### src/rtl/breakpoint_ctrl_pkg.sv
// -----------------------------------------------------------------------------
// breakpoint_ctrl_pkg
// Shared debug types for the hardware breakpoint unit.
//   bp_cmd_t       : breakpoint table command opcodes
//   bp_state_t     : halt sequencer states
//   BP_NUM_DEFAULT : default number of breakpoint slots
// -----------------------------------------------------------------------------
package breakpoint_ctrl_pkg;

    localparam int unsigned BP_NUM_DEFAULT = 8;

    typedef enum logic [1:0] {
        BP_ADD    = 2'd0,
        BP_REMOVE = 2'd1,
        BP_CLEAR  = 2'd2
    } bp_cmd_t;

    typedef enum logic [2:0] {
        RUN    = 3'd0,
        REQ    = 3'd1,
        WAIT   = 3'd2,
        HALTED = 3'd3,
        SKIP   = 3'd4
    } bp_state_t;

endpackage

### src/rtl/breakpoint_ctrl_table.sv
// -----------------------------------------------------------------------------
// bp_table
// Breakpoint slot storage with lookup encoders.
//   clk, reset        : clock, synchronous active-high reset
//   i_wr_en/idx/addr  : write a valid entry into a slot
//   i_clr_en/idx      : invalidate one slot
//   i_clr_all         : invalidate every slot
//   i_pc, i_pc_valid  : fetched PC for breakpoint matching
//   i_lookup_addr     : command address for duplicate / remove lookup
//   o_match/_idx      : lowest valid slot whose address equals i_pc
//   o_free/_idx       : lowest invalid slot
//   o_present/_idx    : lowest valid slot whose address equals i_lookup_addr
//   o_count           : number of valid slots
// -----------------------------------------------------------------------------
module bp_table
    import breakpoint_ctrl_pkg::*;
#(
    parameter  int unsigned NUM_BP = BP_NUM_DEFAULT,
    parameter  int unsigned ADDR_W = 32,
    localparam int unsigned IDX_W  = $clog2(NUM_BP),
    localparam int unsigned CNT_W  = IDX_W + 1
) (
    input  logic              clk,
    input  logic              reset,
    input  logic              i_wr_en,
    input  logic [IDX_W-1:0]  i_wr_idx,
    input  logic [ADDR_W-1:0] i_wr_addr,
    input  logic              i_clr_en,
    input  logic [IDX_W-1:0]  i_clr_idx,
    input  logic              i_clr_all,
    input  logic [ADDR_W-1:0] i_pc,
    input  logic              i_pc_valid,
    input  logic [ADDR_W-1:0] i_lookup_addr,
    output logic              o_match,
    output logic [IDX_W-1:0]  o_match_idx,
    output logic              o_free,
    output logic [IDX_W-1:0]  o_free_idx,
    output logic              o_present,
    output logic [IDX_W-1:0]  o_present_idx,
    output logic [CNT_W-1:0]  o_count
);

    logic [NUM_BP-1:0] r_vld;
    logic [ADDR_W-1:0] r_addr [NUM_BP];

    always_ff @(posedge clk) begin
        if (reset) begin
            r_vld <= '0;
        end else if (i_clr_all) begin
            r_vld <= '0;
        end else begin
            if (i_wr_en)  r_vld[i_wr_idx]  <= 1'b1;
            if (i_clr_en) r_vld[i_clr_idx] <= 1'b0;
        end
    end

    // Address storage is qualified by r_vld, so it needs no reset.
    always_ff @(posedge clk) begin
        if (i_wr_en) r_addr[i_wr_idx] <= i_wr_addr;
    end

    // Ascending scans; the first hit found is kept so the lowest index wins.
    always_comb begin
        o_match       = 1'b0;
        o_match_idx   = '0;
        o_free        = 1'b0;
        o_free_idx    = '0;
        o_present     = 1'b0;
        o_present_idx = '0;
        o_count       = '0;
        for (int unsigned i = 0; i < NUM_BP; i++) begin
            if (!o_match && i_pc_valid && r_vld[i] && (r_addr[i] == i_pc)) begin
                o_match     = 1'b1;
                o_match_idx = IDX_W'(i);
            end
            if (!o_free && !r_vld[i]) begin
                o_free     = 1'b1;
                o_free_idx = IDX_W'(i);
            end
            if (!o_present && r_vld[i] && (r_addr[i] == i_lookup_addr)) begin
                o_present     = 1'b1;
                o_present_idx = IDX_W'(i);
            end
            o_count = o_count + CNT_W'(r_vld[i]);
        end
    end

endmodule

### src/rtl/breakpoint_ctrl.sv
// -----------------------------------------------------------------------------
// breakpoint_ctrl
// Hardware PC breakpoint unit: command-driven breakpoint table plus a halt
// sequencer that pauses the MCU via the pause / in_valid / mcu_busy handshake.
//   clk, reset            : clock, synchronous active-high reset
//   i_cmd_valid/op/addr   : table command request (add / remove / clear)
//   o_cmd_ready           : command accepted this cycle when high
//   o_cmd_done, o_cmd_err : registered completion pulse and reject flag
//   i_pc, i_pc_valid      : fetched MCU PC
//   i_mcu_busy            : MCU busy acknowledge
//   i_resume              : MCU resumed pulse from the debug controller
//   o_bp_pause            : pause request to the MCU
//   o_bp_in_valid         : qualifier for o_bp_pause
//   o_hit, o_hit_idx      : halted on a breakpoint, and the slot responsible
//   o_bp_count, o_bp_full : valid slot count, table full
// -----------------------------------------------------------------------------
module breakpoint_ctrl
    import breakpoint_ctrl_pkg::*;
#(
    parameter  int unsigned NUM_BP = BP_NUM_DEFAULT,
    parameter  int unsigned ADDR_W = 32,
    localparam int unsigned IDX_W  = $clog2(NUM_BP),
    localparam int unsigned CNT_W  = IDX_W + 1
) (
    input  logic              clk,
    input  logic              reset,
    input  logic              i_cmd_valid,
    input  bp_cmd_t           i_cmd_op,
    input  logic [ADDR_W-1:0] i_cmd_addr,
    output logic              o_cmd_ready,
    output logic              o_cmd_done,
    output logic              o_cmd_err,
    input  logic [ADDR_W-1:0] i_pc,
    input  logic              i_pc_valid,
    input  logic              i_mcu_busy,
    input  logic              i_resume,
    output logic              o_bp_pause,
    output logic              o_bp_in_valid,
    output logic              o_hit,
    output logic [IDX_W-1:0]  o_hit_idx,
    output logic [CNT_W-1:0]  o_bp_count,
    output logic              o_bp_full
);

    logic              r_cmd_ready;
    logic              r_cmd_done;
    logic              r_cmd_err;
    bp_state_t         r_state;
    logic              r_bp_pause;
    logic              r_hit;
    logic [IDX_W-1:0]  r_hit_idx;
    logic [ADDR_W-1:0] r_halt_pc;

    logic              w_accept;
    logic              w_err;
    logic              w_wr_en;
    logic              w_clr_en;
    logic              w_clr_all;
    logic              w_match;
    logic [IDX_W-1:0]  w_match_idx;
    logic              w_free;
    logic [IDX_W-1:0]  w_free_idx;
    logic              w_present;
    logic [IDX_W-1:0]  w_present_idx;
    logic [CNT_W-1:0]  w_count;

    bp_table #(
        .NUM_BP (NUM_BP),
        .ADDR_W (ADDR_W)
    ) u_table (
        .clk           (clk),
        .reset         (reset),
        .i_wr_en       (w_wr_en),
        .i_wr_idx      (w_free_idx),
        .i_wr_addr     (i_cmd_addr),
        .i_clr_en      (w_clr_en),
        .i_clr_idx     (w_present_idx),
        .i_clr_all     (w_clr_all),
        .i_pc          (i_pc),
        .i_pc_valid    (i_pc_valid),
        .i_lookup_addr (i_cmd_addr),
        .o_match       (w_match),
        .o_match_idx   (w_match_idx),
        .o_free        (w_free),
        .o_free_idx    (w_free_idx),
        .o_present     (w_present),
        .o_present_idx (w_present_idx),
        .o_count       (w_count)
    );

    // ---------------------------------------------------------------- commands
    assign w_accept = i_cmd_valid && r_cmd_ready;

    always_comb begin
        w_err     = 1'b0;
        w_wr_en   = 1'b0;
        w_clr_en  = 1'b0;
        w_clr_all = 1'b0;
        case (i_cmd_op)
            BP_ADD: begin
                w_err   = (i_cmd_addr[1:0] != 2'b00) || !w_free || w_present;
                w_wr_en = w_accept && !w_err;
            end
            BP_REMOVE: begin
                w_err    = !w_present;
                w_clr_en = w_accept && w_present;
            end
            BP_CLEAR: begin
                w_clr_all = w_accept;
            end
            default: begin
                w_err = 1'b1;
            end
        endcase
    end

    // One command per two cycles: ready drops for the completion cycle.
    always_ff @(posedge clk) begin
        if (reset) begin
            r_cmd_ready <= 1'b1;
            r_cmd_done  <= 1'b0;
            r_cmd_err   <= 1'b0;
        end else begin
            r_cmd_ready <= !w_accept;
            r_cmd_done  <= w_accept;
            r_cmd_err   <= w_accept && w_err;
        end
    end

    // ---------------------------------------------------------------- halt FSM
    always_ff @(posedge clk) begin
        if (reset) begin
            r_state    <= RUN;
            r_bp_pause <= 1'b0;
            r_hit      <= 1'b0;
            r_hit_idx  <= '0;
            r_halt_pc  <= '0;
        end else begin
            case (r_state)
                RUN: begin
                    if (w_match) begin
                        r_state    <= REQ;
                        r_bp_pause <= 1'b1;
                        r_hit_idx  <= w_match_idx;
                        r_halt_pc  <= i_pc;
                    end
                end
                REQ: begin
                    if (i_mcu_busy) begin
                        r_state    <= WAIT;
                        r_bp_pause <= 1'b0;
                    end
                end
                WAIT: begin
                    if (!i_mcu_busy) begin
                        r_state <= HALTED;
                        r_hit   <= 1'b1;
                    end
                end
                HALTED: begin
                    if (i_resume) begin
                        r_state <= SKIP;
                        r_hit   <= 1'b0;
                    end
                end
                SKIP: begin
                    // Leaving SKIP evaluates the new PC like RUN would.
                    if (i_pc_valid && (i_pc != r_halt_pc)) begin
                        if (w_match) begin
                            r_state    <= REQ;
                            r_bp_pause <= 1'b1;
                            r_hit_idx  <= w_match_idx;
                            r_halt_pc  <= i_pc;
                        end else begin
                            r_state <= RUN;
                        end
                    end
                end
                default: begin
                    r_state    <= RUN;
                    r_bp_pause <= 1'b0;
                    r_hit      <= 1'b0;
                end
            endcase
        end
    end

    assign o_cmd_ready   = r_cmd_ready;
    assign o_cmd_done    = r_cmd_done;
    assign o_cmd_err     = r_cmd_err;
    assign o_bp_pause    = r_bp_pause;
    assign o_bp_in_valid = r_bp_pause;
    assign o_hit         = r_hit;
    assign o_hit_idx     = r_hit_idx;
    assign o_bp_count    = w_count;
    assign o_bp_full     = (w_count == CNT_W'(NUM_BP));

endmodule

### config.mk
export PLATFORM = sky130hd
export DESIGN_NAME = breakpoint_ctrl
export DESIGN_NICKNAME = d
export VERILOG_FILES = /design/src/rtl/breakpoint_ctrl_pkg.sv /design/src/rtl/breakpoint_ctrl_table.sv /design/src/rtl/breakpoint_ctrl.sv
export SDC_FILE = /design/constraint.sdc
export NUM_CORES = 1
export LEC_CHECK = 0
export ABC_CLOCK_PERIOD_IN_PS = 14840
export CORE_MARGIN = 5
export CORE_UTILIZATION = 50
export DETAILED_ROUTE_END_ITERATION = 8
export HOLD_SLACK_MARGIN = 0.1
export MAX_ROUTING_LAYER = met4
export PLACE_DENSITY = 0.71
export REMOVE_ABC_BUFFERS = 1
export SYNTH_ARGS = -nofsm -noshare
export SYNTH_HDL_FRONTEND = slang
export SYNTH_SLANG_ARGS = --single-unit
### constraint.sdc
create_clock -name clk -period 14.84 [get_ports clk]
set_input_delay 4.452 -clock clk [delete_from_list [all_inputs] [get_ports clk]]
set_output_delay 4.452 -clock clk [all_outputs]
set_load 0.005 [all_outputs]
==> results_dict.tcl <==
set metrics [dict create \
    globalRouteOverflowTotal 0 \
    power.static_leakage_nw 6.612 \
    place.port_buffers 85 \
    numClockSinks 307 \
    yosys_most_used_dff "edfxtp_1" \
    netlist_top_cells_area "edfxtp_1 44%, xor2_1 17%, xnor2_1 10%" \
    synth-warning-count 0 \
    timing.hold.worst.start "o_hit$_SDFFE_PP0P_" \
    clkLatencyLatePin_ns 0.52 \
    routed_via_density 6.255 \
    place.detailed.hpwl_mm 38.21 \
    grt_setup_unrepaired "no" \
    share_of_the_core_filled_with_cells_pct 57.84 \
    r2r-start "u_table.r_addr[2][9]$_DFFE_PP_" \
    timing.max_cap.violations 0 \
    worst_hold_path_type "reg2reg" \
    finish.instance_area_sq_um 19930 \
    route.antenna.remaining_nets 0 \
    slew_headroom_pct 12.96 \
    chip_width_microns 196.8 \
    tritoncts_clock_tree "built" \
    cts_setup_buffers 0 \
    setup_slack_ns 6.205 \
    power.ir.vdd_worst_mv 0.08933 \
    post-synth-top-area-fraction_pct 44.07 \
    cts_buffer_depth 3 \
    total_via_count_in_the_routed_design 12890 \
    number_of_failing_setup_endpoints_in_the_final_timing_report 0 \
    synthDominantAreaCellType "edfxtp_1" \
    start_kind "register" \
    cts_repair_resize_count 0 \
    design_power_total_w 0.002038 \
    placed_area_sq_um 18750 \
    avgRoutedWirePerCell_microns 28.78 \
    max_freq_mhz 115.8 \
    synth.avg_cell_area_sq_um 11.81 \
    mostFrequentLayoutCells "335 x xor2_1, 256 x edfxtp_1, 203 x xnor2_1, 116 x nor4_1, 84 x clkdlybuf4s50_1" \
    crit_path_class "reg2out" \
    grt_start_max_net_pins 44 \
    outcome "finished, final reports clean" \
    data_arrival_at_the_endpoint_of_the_critical_path_ns 4.18 \
    setup.worst_path.end_class "output pin" \
    dr.pass1.iters 5 \
    ys_ff_latch 307 \
    final_layout_size_suffix_gt1_share_pct 8.406 \
    antenna_violations_before_repair 0 \
    area_growth_syn_to_layout_pct 14.28 \
    route.detailed.drc 0 \
    synth_enable_flop_cells 256 \
    seq_area_frac_synth_pct 49.93 \
    crit_path_start "u_table.r_vld[1]$_SDFF_PP0_" \
    critical_path_peak_fanout 5 \
    io_pins 86 \
    place_ws_ns 6.341 \
    timing.final.max_slew_violations 0 \
    timing.final.crit_period_ns 8.635 \
    max_slew.worst_pin.slew_ns 1.302 \
    finClkSkew_ns 0.01828 \
    placer_congestion_estimate 1.043 \
    n_antenna_cell 0 \
    ctsHtreeMaxLevel 2 \
    cts.reportedPaths.clkPinSlew_ns 0.06 \
    grt.total_usage_pct 30.75 \
    fp.dieArea_sq_um 38720 \
    hold_buffers_post_cts 0 \
    floorplan.die.height_microns 196.8 \
    number_of_standard_cells_after_synthesis 1477 \
    final-hold-violation-count 0 \
    grt_first_pass_wirelength_mm 84.55 \
    synth_area_sq_um 17440 \
    asyncSetResetFlopFracSynth_pct 0 \
    drt_iter0_markers 1694 \
    first_global_vias 12650 \
    core-area_sq_um 34460 \
    cts-root-buf "clkbuf_16" \
    floorplan.initialDensity_pct 50.62 \
    detail_route.wirelength_mm 59.32 \
    tns_ns 0 \
    final_common_cell "xor2_1" \
    power.density_nw_per_um2 102.2 \
    row_count 68 \
    critical_path_rt_ns 10.39 \
    yosys_cell_types 55 \
    num-fill-cells 2833 \
    numCtsBuffers 35 \
    final_min_period_over_clock_period_pct 58.19 \
    fin_nets 1661 \
]
==> worst max-delay path, stage by stage (launching register included) <==
cell             delay [ns]
dfxtp_1                0.45
inv_1                  0.10
ha_1                   0.29
fa_1                   0.50
fa_1                   0.44
fa_1                   0.44
inv_1                  0.13
fa_1                   0.41
nor4b_1                0.31
clkdlybuf4s50_1        0.57
==> per-layer routing <==
| layer | wire, microns | GRT usage, % | vias up |
|---|---|---|---|
| li1 | - | - | 5503 |
| met1 | 23780 | 41.55 | 6313 |
| met2 | 25150 | 44.56 | 895 |
| met3 | 7069 | 7.368 | 180 |
| met4 | 3326 | 13.10 | 0 |
| met5 | 0 | - | - |
==> logic make-up after synthesis <==
| kind of cell | Yosys count | share of synthesized area [%] |
|---|---|---|
| xor gates and xnor gates | 539 | 27.11 |
| and+or+nand+nor | 441 | 14.36 |
| adders and majority gates | 9 | 0.8178 |
| buffers and inverters | 103 | 4.096 |
| AOI/OAI and AO/OA | 46 | 1.851 |
| muxes | 32 | 1.836 |
| DFF | 307 | 49.93 |
==> power breakdown <==
group          switching, W  internal, W
combinational      0.000143    0.0000715
sequential       0.00000108     0.000934
clock              0.000345     0.000543
total              0.000489      0.00155
==> cell usage after synthesis (17+ instances only) <==
cell type / number
buf_2: 28
nand4_1: 76
dfxtp_1: 51
nor2b_1: 17
nor3_1: 31
buf_4: 18
nand2_1: 34
xor2_1: 335
nand3_1: 27
inv_1: 21
nor4_1: 121
mux2i_1: 32
xnor2_1: 203
edfxtp_1: 256
nor2_1: 80
==> flip-flops by register name, summed over array words and instances, names as in the netlist <==
signal          count
o_cmd_err           1
r_state             3
u_table.r_addr    256
o_hit               1
o_hit_idx           3
o_cmd_ready         1
o_cmd_done          1
r_halt_pc          32
o_bp_in_valid       1
u_table.r_vld       8
==> worst paths after layout <==
check,cells after the start,to,slack [ns]
worst max-delay path,9,o_bp_full,6.20
worst min-delay path,2,o_hit$_SDFFE_PP0P_,0.48
worst max register to register,9,r_halt_pc[12]$_SDFFE_PP0P_,11.35
worst min register to register,2,o_hit$_SDFFE_PP0P_,0.48
==> through the flow <==
step	hold WS, ns	cells
floorplan	0.4638	1395
finish	0.4789	2061
global placement	0.4740	1998
detailed placement	0.4778	1998
global route	0.5198	2061
CTS	0.4854	2061
==> final cells by class <==
cell class	instances	area, sq um	share of cell area (%)
Timing Repair Buffer	148	1319	6.616
Multi-Input combinational cell	1067	8074	40.51
Sequential cell	307	8708	43.69
Tap cell	455	569.3	2.856
Clock buffer	53	1056	5.298
Inverter	21	78.83	0.3955
Clock inverter	10	126.4	0.6340
Note: power is estimated with default switching activity, not from simulation.
